[src/rtl/fetch_ctrl.sv]
// rtl/fetch_ctrl.sv - fetch-stage controller: PC sequencing, load-use stall, branch flush, drain/done
module fetch_ctrl #(
  parameter int IMEM_BYTES   = 20,
  parameter int DRAIN_CYCLES = 4
) (
  input  logic        clk,
  input  logic        rst_n,
  input  logic        start,
  input  logic        ex_mem_read,
  input  logic [4:0]  ex_rd,
  input  logic [4:0]  id_rs1,
  input  logic [4:0]  id_rs2,
  input  logic        id_uses_rs2,
  input  logic        br_taken,
  input  logic [31:0] br_target,
  output logic        pc_write,
  output logic        pc_sel,
  output logic        ifid_write,
  output logic        ifid_flush,
  output logic        idex_bubble,
  output logic [31:0] pc_shadow,
  output logic [2:0]  state,
  output logic        done,
  output logic [15:0] stall_cnt,
  output logic [15:0] flush_cnt
);

  typedef enum logic [2:0] {
    S_IDLE  = 3'd0,
    S_RUN   = 3'd1,
    S_DRAIN = 3'd2,
    S_DONE  = 3'd3
  } state_t;

  localparam logic [31:0] LAST_ADDR  = 32'(IMEM_BYTES - 4);
  localparam logic [15:0] DRAIN_INIT = 16'(DRAIN_CYCLES);

  state_t      state_q, state_d;
  logic [31:0] pc_q, pc_d;
  logic [15:0] drain_q, drain_d;
  logic [15:0] stall_q, flush_q;
  logic        stalled_q, stalled_d;
  logic        stall_evt, flush_evt;

  logic        hazard, last, oob;
  logic        pc_write_c, pc_sel_c, ifid_write_c, ifid_flush_c, idex_bubble_c, done_c;

  // A stall lets the load advance, so a hazard still visible right after a stall is the same one.
  assign hazard = ex_mem_read && (ex_rd != 5'd0) &&
                  ((ex_rd == id_rs1) || (id_uses_rs2 && (ex_rd == id_rs2))) && !stalled_q;
  assign last   = (pc_q == LAST_ADDR);
  assign oob    = (pc_q > LAST_ADDR);

  always_comb begin
    pc_write_c    = 1'b0;
    pc_sel_c      = 1'b0;
    ifid_write_c  = 1'b0;
    ifid_flush_c  = 1'b0;
    idex_bubble_c = 1'b0;
    done_c        = 1'b0;
    state_d       = state_q;
    pc_d          = pc_q;
    drain_d       = drain_q;
    stalled_d     = 1'b0;
    stall_evt     = 1'b0;
    flush_evt     = 1'b0;

    case (state_q)
      S_IDLE: begin
        if (start) state_d = S_RUN;
      end

      S_RUN: begin
        if (br_taken) begin
          pc_write_c    = 1'b1;
          pc_sel_c      = 1'b1;
          ifid_flush_c  = 1'b1;
          idex_bubble_c = 1'b1;
          pc_d          = br_target;
          flush_evt     = 1'b1;
        end else if (hazard) begin
          idex_bubble_c = 1'b1;
          stall_evt     = 1'b1;
          stalled_d     = 1'b1;
        end else if (oob) begin
          // Nothing valid to fetch, so this cycle already counts as one bubble.
          ifid_flush_c = 1'b1;
          state_d      = S_DRAIN;
          drain_d      = DRAIN_INIT - 16'd1;
        end else if (last) begin
          ifid_write_c = 1'b1;
          state_d      = S_DRAIN;
          drain_d      = DRAIN_INIT;
        end else begin
          pc_write_c   = 1'b1;
          ifid_write_c = 1'b1;
          pc_d         = pc_q + 32'd4;
        end
      end

      S_DRAIN: begin
        if (br_taken) begin
          pc_write_c    = 1'b1;
          pc_sel_c      = 1'b1;
          ifid_flush_c  = 1'b1;
          idex_bubble_c = 1'b1;
          pc_d          = br_target;
          flush_evt     = 1'b1;
          state_d       = S_RUN;
          drain_d       = 16'd0;
        end else begin
          ifid_flush_c = 1'b1;
          drain_d      = (drain_q == 16'd0) ? 16'd0 : drain_q - 16'd1;
          // Leave in the same edge that the counter lands on zero.
          if (drain_q <= 16'd1) state_d = S_DONE;
        end
      end

      S_DONE: begin
        done_c = 1'b1;
        if (start) begin
          state_d = S_RUN;
          pc_d    = 32'd0;
        end
      end

      default: state_d = S_IDLE;
    endcase
  end

  always_ff @(posedge clk) begin
    if (rst_n) begin
      state_q   <= S_IDLE;
      pc_q      <= 32'd0;
      drain_q   <= 16'd0;
      stall_q   <= 16'd0;
      flush_q   <= 16'd0;
      stalled_q <= 1'b0;
    end else begin
      state_q   <= state_d;
      pc_q      <= pc_d;
      drain_q   <= drain_d;
      stalled_q <= stalled_d;
      if (stall_evt && (stall_q != 16'hFFFF)) stall_q <= stall_q + 16'd1;
      if (flush_evt && (flush_q != 16'hFFFF)) flush_q <= flush_q + 16'd1;
    end
  end

  // Reset is synchronous, so mask the combinational enables while it is asserted.
  assign pc_write    = pc_write_c    & ~rst_n;
  assign pc_sel      = pc_sel_c      & ~rst_n;
  assign ifid_write  = ifid_write_c  & ~rst_n;
  assign ifid_flush  = ifid_flush_c  & ~rst_n;
  assign idex_bubble = idex_bubble_c & ~rst_n;
  assign done        = done_c        & ~rst_n;

  assign pc_shadow = pc_q;
  assign state     = state_q;
  assign stall_cnt = stall_q;
  assign flush_cnt = flush_q;

endmodule

[config.mk]
export PLATFORM = sky130hd
export DESIGN_NAME = fetch_ctrl
export DESIGN_NICKNAME = d
export VERILOG_FILES = /design/src/rtl/fetch_ctrl.sv
export SDC_FILE = /design/constraint.sdc
export NUM_CORES = 1
export LEC_CHECK = 0
export BUFFER_PORTS_ARGS = -buffer_cell sky130_fd_sc_hd__buf_2
export CAP_MARGIN = 20
export CORE_MARGIN = 2
export CORE_UTILIZATION = 40
export DETAILED_ROUTE_END_ITERATION = 7
export HOLD_SLACK_MARGIN = 0.02
export PLACE_DENSITY = 0.63
export SLEW_MARGIN = 15
export SYNTH_ARGS = -nofsm -noshare
export SYNTH_HDL_FRONTEND = slang
export SYNTH_SLANG_ARGS = --single-unit
[constraint.sdc]
create_clock -name clk -period 2.3 [get_ports clk]
set_clock_uncertainty 0.2 [all_clocks]
set_input_delay 0.115 -clock clk [delete_from_list [all_inputs] [get_ports clk]]
set_output_delay 0.115 -clock clk [all_outputs]
set_load 0.01 [all_outputs]
==> summary.md, run 1 <==
| Metric | Value |
|---|---|
| Max incr delay on CP | 0.41 ns |
| Register area | 1670 sq um |
| DR vias | 6530 |
| F_max | 391 MHz |
| Dominant cells by area after synthesis | dfxtp_1 31%, a21oi_1 4.8%, nor2_1 4.3% |
| RSZ-0062 raised after global routing | yes |
| WL/cell | 18.0 microns |
| Final worst-path setup slack | -0.260 ns |
| Async SR Flop Fraction | 0% |
| Max_cap viols | 0 |
| Area leader, netlist | dfxtp_1 |
| Clk pin slew, worst setup/hold paths | 0.07 ns |
| Initial antenna violation count | 0 |
| CP arrival | 2.58 ns |
| Critical-path cell list | inv_2 -> ha_4 -> or3b_4 -> or3_4 -> o32ai_4 -> buf_4 -> nor2_4 -> buf_4 -> a21oi_1 -> nor3_1 |
| Cell family contributing the most delay on the critical path | simple AND/OR/NAND/NOR gates |
| Mapped Avg Cell Area | 8.05 sq um |
| Post-synth top area share | 31.1% |
| Buf+Inv Stages, Crit Path | 3 |
| Root Driver | clkbuf_16 |
| Number of port buffers | 124 |
| Core area | 13100 sq um |
| R2R setup slack | -0.26 ns |
| Final wirelength | 20.0 mm |
| Layout Nets | 996 |
| Die Area | 14300 sq um |
| Number of H-tree levels | 3 |
| Worst skew pair latency | 0.36 ns |
| Total global routing overflow | 0 |
| Cells after Synth | 663 |
| CTS tree | yes |
| Status | finished, violations left |
| All-layer global routing usage | 25.8% |
| Power Density | 994 nW/um^2 |
| Mapped cell area | 5340 sq um |
| Ys flop type | dfxtp_1 |
| Num rows | 42 |
| Commonest non-fill, non-tap cell in the layout | buf_2 |
| Number of global-route vias before repair | 6275 |
| RD Place Congestion | 0.890 |
| Antenna cells | 0 |
| Effective utilization at floorplan | 40.6% |
| Seq cells post-synth | 83 |
| Final critical-path share of the clock period | 111% |
| # setup viols final | 43 |
| Total CTS buffers | 9 |
| Leakage | 0.00335 uW |
| Failing checks | setup timing |
| Clk sinks | 83 |
| Yosys warning count | 0 |
| Sequential share of the synthesized area | 31.1% |
| Most frequent CP cell | buf_4 |
| Area Growth Syn to Fin | 54.4% |
| Design area | 8240 sq um |
| Slew Limit Fails | 0 |
| First-pass GRT wire length | 30.1 mm |
| Largest net degree at the start of global routing | 82 |
| Worst slew pin tran | 0.739 ns |
| Worst vdd ir | 0.529 mV |
| Crit Path Category | reg2reg |
| Synth unique cells | 72 |
| Synth Net Count | 728 |
| Share of cells above drive strength 1 | 40.7% |
| Maximum clock insertion buffer count | 2 |
| Rel. slew slack | 50.8% |
| Post-DP Area | 6980 sq um |
| Crit path capture type | flip-flop |
| Drt pass-1 iters | 5 |
| Fillers | 1088 |
| Initial DRC Count | 489 |
| EDFF count, synth | 0 |
| Die Wd | 120 microns |
| Crit path max fanout | 6 |
| Worst path required time | 2.32 ns |
| Io pins | 126 |
| CP max-delay cell | or3b_4 |
| Post-route ant nets | 0 |
| Final worst path period need | 2.56 ns |
| Die height | 120 microns |
| Commonest cells after routing, fill and taps aside | 124 x buf_2, 119 x buf_4, 76 x dfxtp_1, 57 x nor2_1, 46 x nand2_1 |
| Critical path startpoint category | flip-flop |
| DRC violations left | 0 |
| DP Cell Count | 1046 |
| Hold Violations, Final | 0 |
| Post-detail-place hpwl | 13.7 mm |
| DR vias/cell | 5.87 |
| Finished Layout Cells | 1112 |
| Hold Path Class | in2reg |
| Multi-input combinational cell area | 3850 sq um |
[flip-flops by register name, summed over array words and instances, names as in the netlist]
name	count
pc_shadow	32
drain_q	16
flush_cnt	16
stall_cnt	16
state	2
stalled_q	1
[worst register-to-register path, delay by kind of cell, from the launching register on]
family | cells | cell delay [ns]
adder cells (fa/ha/maj) | 1 | 0.12
buffers and inverters | 3 | 0.42
flip-flops | 1 | 0.34
AND/OR/NAND/NOR | 4 | 0.89
AO/OA/AOI/OAI | 2 | 0.46
[report_power, final]
| part | leakage [uW] | switching, uW | internal, uW |
|---|---|---|---|
| Clock | 0.000138 | 621 | 792 |
| Combinational | 0.00253 | 2680 | 2220 |
| Sequential | 0.000677 | 213 | 1660 |
| Total | 0.00335 | 3520 | 4670 |
[final cells by class]
cell class              count  area share (%)
multi-input cells         521            46.8
repair buffers            296            25.8
flip-flops and latches     83            20.3
clock buffers              11            3.07
well taps                 176            2.67
inverters                  20           0.987
clock inverters             5           0.455
[cell usage after synthesis, types with 4 or more instances]
master / instances
dfxtp_1: 83
nor2_1: 61
a21oi_1: 51
nand2_1: 50
nor3_1: 27
clkbuf_1: 24
nand3_1: 22
nand4_1: 20
xnor2_1: 20
inv_1: 19
o31ai_1: 19
or3_1: 17
a22oi_1: 15
nor4_1: 15
o21ai_0: 14
xor2_1: 14
o21ai_1: 13
and4_1: 12
ha_1: 12
a211oi_2: 11
buf_2: 11
o311ai_1: 9
a32o_1: 8
and3_1: 8
o22ai_1: 7
a211oi_1: 6
o311ai_0: 6
or4_1: 6
a221oi_1: 5
and2_1: 5
buf_4: 5
mux2i_1: 4
o2111ai_1: 4
[timing repair]
| action | 4_1_cts | 5_1_grt |
|---|---|---|
| resized for setup | 30 | 80 |
| hold buffers | 31 | 1 |
| pin swaps | 17 | 11 |
| endpoints found under the setup margin | 53 | 58 |
| cloned | 0 | 4 |
| hold endpoints to repair | 31 | 1 |
| buffers inserted | 5 | 10 |
[per-layer routing]
layer / GRT usage, % / part of all wire [%] / up-vias
li1: - / - / 3096
met1: 31.7 / 42 / 3139
met2: 43.3 / 49 / 234
met3: 4.47 / 5.2 / 61
met4: 13.3 / 3.9 / 0
met5: 0 / 0 / -
[cells by family (layout without fill, tap and decap cells)]
kind of cell	count (synthesis)	after routing	share of synthesized area, %
buffers and inverters	63	332	5.46
XOR/XNOR	34	34	5.58
AO/OA/AOI/OAI	202	205	27.7
flip-flops	83	83	31.1
multiplexers	4	4	0.750
AND/OR/NAND/NOR	264	265	26.5
other	1	1	0.0702
adder cells (fa/ha/maj)	12	12	2.81
[through the flow]
| stage | setup WS [ns] | hold WS, ns | power, uW | TNS, ns | util [%] |
|---|---|---|---|---|---|
| after floorplan | -0.0801 | 0.133 | 4050 | -1.53 | - |
| after global placement | -0.235 | 0.251 | 5550 | -6.56 | 53.1 |
| after detailed placement | -0.256 | 0.258 | 5650 | -9.00 | 53.1 |
| after CTS | -0.229 | 0.0252 | 7410 | -6.27 | 59.2 |
| after global routing | -0.297 | 0.0524 | 8580 | -10.86 | 62.7 |
| final | -0.260 | 0.0306 | 8190 | -7.15 | 62.7 |
[worst paths after layout]
path / startpoint / end / cells after the start
worst min register to register: drain_q[14] / drain_q[14] / 2
worst max register to register: pc_shadow[3] / pc_shadow[29] / 10
worst max-delay path: pc_shadow[3] / pc_shadow[29] / 10
worst min-delay path: rst_n / pc_shadow[1] / 4
No activity file was read; power rests on OpenSTA's default activity.
==> run 2, diff against run 1 <==
--- a/config.mk
+++ b/config.mk
@@ -11,7 +11,6 @@
 export CORE_UTILIZATION = 40
 export DETAILED_ROUTE_END_ITERATION = 7
 export HOLD_SLACK_MARGIN = 0.02
-export PLACE_DENSITY = 0.63
 export SLEW_MARGIN = 15
 export SYNTH_ARGS = -nofsm -noshare
 export SYNTH_HDL_FRONTEND = slang
==> summary.md, run 2 (synthesis results as in run 1) <==
| Metric | Value |
|---|---|
| Critical Path Start | pc_shadow[2] |
| Total global routing overflow | 0 (unchanged) |
| DRC violations left | 0 (unchanged) |
| Antenna cells | 0 (unchanged) |
| Post-detail-place hpwl | 13.4 mm (-2.2%) |
| Global Route met2 Usage | 45.0% (+1.7 points) |
| Commonest cells after routing, fill and taps aside | 124 x buf_2, 122 x buf_4, 75 x dfxtp_1, 57 x nor2_1, 46 x nand2_1 |
| Met3 Track Usage GR | 6.27% (+1.8 points) |
| Number of port buffers | 124 (unchanged) |
| Crit Path Category | reg2reg |
| Hold Path Class | in2reg |
| Area Growth Syn to Fin | 63.6% |
| First-pass GRT wire length | 30.4 mm (+0.80%) |
| Share of cells above drive strength 1 | 43.5% (+2.8 points) |
| All-layer global routing usage | 26.2% (+0.35 points) |
| Clk sinks | 83 (unchanged) |
| Hold Startpoint | start |
| Die Area | 14300 sq um (unchanged) |
| Final wirelength | 20.3 mm (+1.4%) |
| RSZ-0062 raised after global routing | yes |
| Post-route ant nets | 0 (unchanged) |
| Power Density | 1030 nW/um^2 (+3.8%) |
| Status | finished, violations left |
| Clk pin slew, worst setup/hold paths | 0.07 ns (about the same) |
| Worst skew pair latency | 0.35 ns (about the same) |
| Effective utilization at floorplan | 40.6% (unchanged) |
| Clock share of power | 17.8% (+0.5 points) |
| Initial antenna violation count | 0 (unchanged) |
| Crit path max fanout | 7 (+1) |
| Seq pwr share | 20.8% (-2.0 points) |
| Worst path required time | 2.36 ns (+0.04 ns) |
| Critical-path cell list | inv_4 -> ha_4 -> or3b_4 -> or3_1 -> o32ai_2 -> or2_4 -> buf_12 -> buf_12 -> o311ai_1 -> o31ai_2 |
| R2r startpoint | pc_shadow[2] |
| GR Util met1 | 32.1% (+0.33 points) |
| RD Place Congestion | 0.864 (-3.0%) |
| Number of H-tree levels | 3 (unchanged) |
| Logic pwr share | 61.4% (+1.5 points) |
| Io pins | 126 (unchanged) |
| Final critical-path share of the clock period | 110% (-1.3 points) |
| Buf+Inv Stages, Crit Path | 3 (unchanged) |
| Final worst path period need | 2.53 ns (-0.0306 ns) |
| Design area | 8740 sq um (+6.0%) |
| Worst vdd ir | 0.548 mV (+3.5%) |
| Die Wd | 120 microns (unchanged) |
| Max incr delay on CP | 0.39 ns (-0.02 ns) |
| Maximum clock insertion buffer count | 2 (unchanged) |
| Leakage | 0.00347 uW (+3.5%) |
| F_max | 395 MHz (+1.2%) |
| Cell family contributing the most delay on the critical path | simple AND/OR/NAND/NOR gates |
| Sw power | 3860 uW (+9.8%) |
| Final core utilization | 66.5% (+3.8 points) |
| CTS tree | yes |
| Crit path capture type | flip-flop |
| Post-DP Area | 7080 sq um (+1.4%) |
| Number of global-route vias before repair | 6144 (-2.1%) |
| Core area | 13100 sq um (unchanged) |
| CP max-delay cell | or3b_4 |
| Rel. slew slack | 57.7% (+6.9 points) |
| DR vias | 6600 (+1.1%) |
| # setup viols final | 38 (-12%) |
| Drt pass-1 iters | 5 (unchanged) |
| Max FFs per register | 32 (unchanged) |
| WL/cell | 18.2 microns (+0.81%) |
| Root Driver | clkbuf_16 |
| Initial DRC Count | 493 (+0.82%) |
| Die height | 120 microns (unchanged) |
| Hold Violations, Final | 0 (unchanged) |
| Max_cap viols | 0 (unchanged) |
| Worst slew pin tran | 0.635 ns (-0.104 ns) |
| Critical path startpoint category | flip-flop |
| Most frequent CP cell | buf_12 |
| Hold_ws | 0.114 ns (+0.0838 ns) |
| Slew Limit Fails | 0 (unchanged) |
| Final worst-path setup slack | -0.229 ns (+0.0306 ns) |
| P_int | 5150 uW (+10%) |
| Num rows | 42 (unchanged) |
| Commonest non-fill, non-tap cell in the layout | buf_2 |
| Layout Nets | 1003 (+0.70%) |
| Largest net degree at the start of global routing | 82 (unchanged) |
| Sw Ratio | 42.8% (-0.079 points) |
| DR vias/cell | 5.90 (+0.44%) |
| GRT busiest layer | met2 |
| CP arrival | 2.59 ns (about the same) |
| Total CTS buffers | 9 (unchanged) |
| Failing checks | setup timing |
-- run 2: cell count changes in the layout (fill, tap and decap cells not counted), sizes merged --
cell	delta
bufinv	+2
a41oi	+1
clkbuf	-1
clkinv	-1
clkinvlp	-1
buf	+7
inv	+2
o2111a	-2
-- run 2: final timing paths --
kind                         to  slack (ns)  cells after the start
setup reg to reg  pc_shadow[22]       -0.23                     10
hold reg to reg     drain_q[14]        0.27                      2
hold / removal         state[1]        0.11                      5
setup / recovery  pc_shadow[22]       -0.23                     10
-- run 2: area by class of cell --
type | count | area (sq um)
Sequential cell | 83 | 1670
Multi-Input combinational cell | 520 | 4170
Timing Repair Buffer | 304 | 2260
Clock buffer | 9 | 225
Clock inverter | 7 | 101
Tap cell | 176 | 220
Inverter | 20 | 77.6
Fill cell | 1049 | 4400
-- run 2: metrics by stage --
stage / power (uW) / instances / worst slack [ns] / TNS, ns
finish: 9010 / 1119 / -0.229 / -5.91
global route: 9420 / 1119 / -0.405 / -9.71
global placement: 5690 / 1048 / -0.196 / -5.98
detailed placement: 5780 / 1048 / -0.268 / -7.84
floorplan: 4050 / 663 / -0.0801 / -1.53
CTS: 8280 / 1110 / -0.214 / -5.69
-- run 2: what timing repair did --
item,CTS,global route
setup buffers,12,7
gates cloned,3,2
hold endpoints to repair,32,1
hold buffers,31,1
gates resized for setup,82,70
setup endpoints to repair,59,68
pin swaps,37,25
-- run 2: routing by layer --
metal / part of all wire, % / vias up / wire, microns
met1: 41 / 3144 / 8250
li1: - / 3096 / -
met3: 7.0 / 48 / 1420
met4: 2.5 / 0 / 500
met5: 0 / - / 0
met2: 50 / 312 / 10200
-- run 2: worst reg2reg max path: stages, from the launching register on --
cell      delay, ns
dfxtp_4        0.35
inv_4          0.06
ha_4           0.11
or3b_4         0.39
or3_1          0.39
o32ai_2        0.24
or2_4          0.20
buf_12         0.14
buf_12         0.13
o311ai_1       0.13
o31ai_2        0.10
-- run 2: power by group through the flow --
stage / clock [uW] / sequential (uW) / combinational, uW
final: 1600 / 1870 / 5540
after global routing: 1680 / 1890 / 5850
after CTS: 1610 / 1840 / 4830
after detailed placement: 0 / 1830 / 3950
after global placement: 0 / 1830 / 3870
after floorplan: 0 / 2000 / 2050
==> run 3, diff against run 2 <==
--- a/config.mk
+++ b/config.mk
@@ -5,12 +5,14 @@
 export SDC_FILE = /design/constraint.sdc
 export NUM_CORES = 1
 export LEC_CHECK = 0
+export ABC_CLOCK_PERIOD_IN_PS = 2300
 export BUFFER_PORTS_ARGS = -buffer_cell sky130_fd_sc_hd__buf_2
 export CAP_MARGIN = 20
 export CORE_MARGIN = 2
 export CORE_UTILIZATION = 40
 export DETAILED_ROUTE_END_ITERATION = 7
 export HOLD_SLACK_MARGIN = 0.02
+export PLACE_DENSITY_LB_ADDON = 0.15
 export SLEW_MARGIN = 15
 export SYNTH_ARGS = -nofsm -noshare
 export SYNTH_HDL_FRONTEND = slang
==> summary.md, run 3 (synthesis results as in run 1) <==
| Metric | Value |
|---|---|
| Status | finished, violations left |
| Failing checks | setup timing |
| Share of cells above drive strength 1 | 41.6% (-1.9 points) |
| Effective utilization at floorplan | 40.6% (unchanged) |
| RSZ-0062 raised after global routing | yes |
| Sw Ratio | 41.7% (-1.2 points) |
| Rel. slew slack | 58.8% (+1.1 points) |
| Die Area | 14300 sq um (unchanged) |
| Worst skew pair latency | 0.35 ns (about the same) |
| Initial antenna violation count | 0 (unchanged) |
| Number of port buffers | 124 (unchanged) |
| Logic pwr share | 60.5% (-0.9 points) |
| Hold_ws | 0.0663 ns (-0.0482 ns) |
| CP arrival | 2.50 ns (-0.09 ns) |
| Clk pin slew, worst setup/hold paths | 0.06 ns (about the same) |
| Final critical-path share of the clock period | 108% (-2.0 points) |
| Die Wd | 120 microns (unchanged) |
| Post-DP Area | 7090 sq um (+0.18%) |
| Worst vdd ir | 0.440 mV (-20%) |
| Initial DRC Count | 456 (-7.5%) |
| Crit path capture type | flip-flop |
| Total CTS buffers | 9 (unchanged) |
| Clock share of power | 17.4% (-0.4 points) |
| Area Growth Syn to Fin | 57.4% |
| Die height | 120 microns (unchanged) |
| CTS tree | yes |
| P_int | 4940 uW (-4.1%) |
| Maximum clock insertion buffer count | 2 (unchanged) |
| Post-route ant nets | 0 (unchanged) |
| DRC violations left | 0 (unchanged) |
| Final worst-path setup slack | -0.184 ns (+0.0451 ns) |
| Worst path required time | 2.32 ns (-0.04 ns) |
| Cell depth of the worst hold path | 5 (unchanged) |
| Core area | 13100 sq um (unchanged) |
| Total global routing overflow | 0 (unchanged) |
| Design area | 8410 sq um (-3.8%) |
| Num rows | 42 (unchanged) |
| DR vias | 6586 (-0.21%) |
| R2R depth | 9 (-1) |
| Commonest cells after routing, fill and taps aside | 138 x buf_4, 123 x buf_2, 77 x dfxtp_1, 59 x nor2_1, 47 x nand2_1 |
| F_max | 403 MHz (+1.8%) |
| Crit Path Category | reg2reg |
| Antenna cells | 0 (unchanged) |
| Worst slack, placed | -0.351 ns (-0.0825 ns) |
| Leakage | 0.00345 uW (-0.57%) |
| Io pins | 126 (unchanged) |
| Sw power | 3530 uW (-8.7%) |
| Power Density | 1010 nW/um^2 (-2.4%) |
| Layout Nets | 1009 (+0.60%) |
| Root Driver | clkbuf_16 |
| Final wirelength | 19.8 mm (-2.5%) |
| Post-layout power | 8470 uW (-6.1%) |
| Hold Path Class | in2reg |
| Final worst path period need | 2.48 ns (-0.0451 ns) |
| Hold Violations, Final | 0 (unchanged) |
| Max_cap viols | 0 (unchanged) |
| Clk sinks | 83 (unchanged) |
| Post-detail-place hpwl | 13.8 mm (+3.1%) |
| First-pass GRT wire length | 31.8 mm (+4.7%) |
| Worst slew pin tran | 0.617 ns (-0.0175 ns) |
| WL/cell | 17.6 microns (-2.9%) |
| Max FFs per register | 32 (unchanged) |
| Critical path startpoint category | flip-flop |
| Seq pwr share | 22.1% (+1.3 points) |
| Number of global-route vias before repair | 6456 (+5.1%) |
| Final core utilization | 64.0% (-2.5 points) |
| All-layer global routing usage | 27.3% (+1.1 points) |
| RD Place Congestion | 0.866 (+0.23%) |
| # setup viols final | 46 (+21%) |
| Slew Limit Fails | 0 (unchanged) |
| DR vias/cell | 5.86 (-0.66%) |
| Number of H-tree levels | 3 (unchanged) |
| Crit path max fanout | 4 (-3) |
| Commonest non-fill, non-tap cell in the layout | buf_4 |
| Drt pass-1 iters | 5 (unchanged) |
| Largest net degree at the start of global routing | 82 (unchanged) |
==> run 3: cell count changes in the layout (fill, tap and decap cells not counted), moves of 4 or more <==
cell | previous run | this run
a21oi_2 | 10 | 14
a21oi_4 | 8 | 3
buf_12 | 11 | 6
buf_4 | 122 | 138
o311ai_4 | 8 | 2
o31ai_1 | 8 | 16
o31ai_4 | 5 | 0
==> run 3: metal layers <==
| metal | global-route usage [%] | share of wire, % | vias up |
|---|---|---|---|
| met4 | 15.4 | 3.2 | 0 |
| li1 | - | - | 3133 |
| met5 | 0 | 0 | - |
| met2 | 45.9 | 49 | 277 |
| met3 | 4.56 | 5.9 | 46 |
| met1 | 33.0 | 41 | 3130 |
==> run 3: area by class of cell <==
| type | instances | area [sq um] |
|---|---|---|
| flip-flops and latches | 83 | 1670 |
| repair buffers | 311 | 2250 |
| inverters | 20 | 77.6 |
| fillers | 1118 | 4730 |
| clock inverters | 2 | 35.0 |
| multi-input cells | 519 | 3890 |
| well taps | 176 | 220 |
| clock buffers | 13 | 260 |
==> run 3: path summary, 6_finish.rpt <==
check                             startpoint             to  slack [ns]
worst min-delay path                br_taken  stall_cnt[12]        0.07
worst min register to register   drain_q[14]    drain_q[14]        0.28
worst max register to register  pc_shadow[2]  pc_shadow[23]       -0.18
worst max-delay path            pc_shadow[2]  pc_shadow[23]       -0.18
==> run 3: through the flow <==
step / instances / TNS (ns)
after CTS: 1120 / -4.95
after floorplan: 663 / -1.53
after global placement: 1058 / -8.31
after detailed placement: 1058 / -10.35
after global routing: 1124 / -11.38
final: 1124 / -5.10
==> run 3: power groups by stage <==
stage	sequential [uW]	combinational, uW	clock [uW]
after global placement	1840	3820	0
after CTS	1830	4730	1490
after floorplan	2000	2050	0
after detailed placement	1840	3910	0
after global routing	1890	5430	1550
final	1870	5120	1470
==> run 3: worst max-delay path, stage by stage, from the launching register on <==
cell      delay [ns]
dfxtp_4         0.35
inv_4           0.06
ha_4            0.11
or3b_4          0.41
a21oi_4         0.21
nand4b_1        0.12
buf_4           0.18
o2111a_2        0.25
o311ai_2        0.35
o31ai_2         0.12
==> run 3: repair_timing <==
item | 4_1_cts | 5_1_grt
pin swaps | 28 | 18
buffers inserted | 13 | 4
resized for setup | 74 | 35
setup endpoints to repair | 53 | 66
hold endpoints to repair | 31 | 0
hold buffers | 31 | 0
cloned | 3 | 0
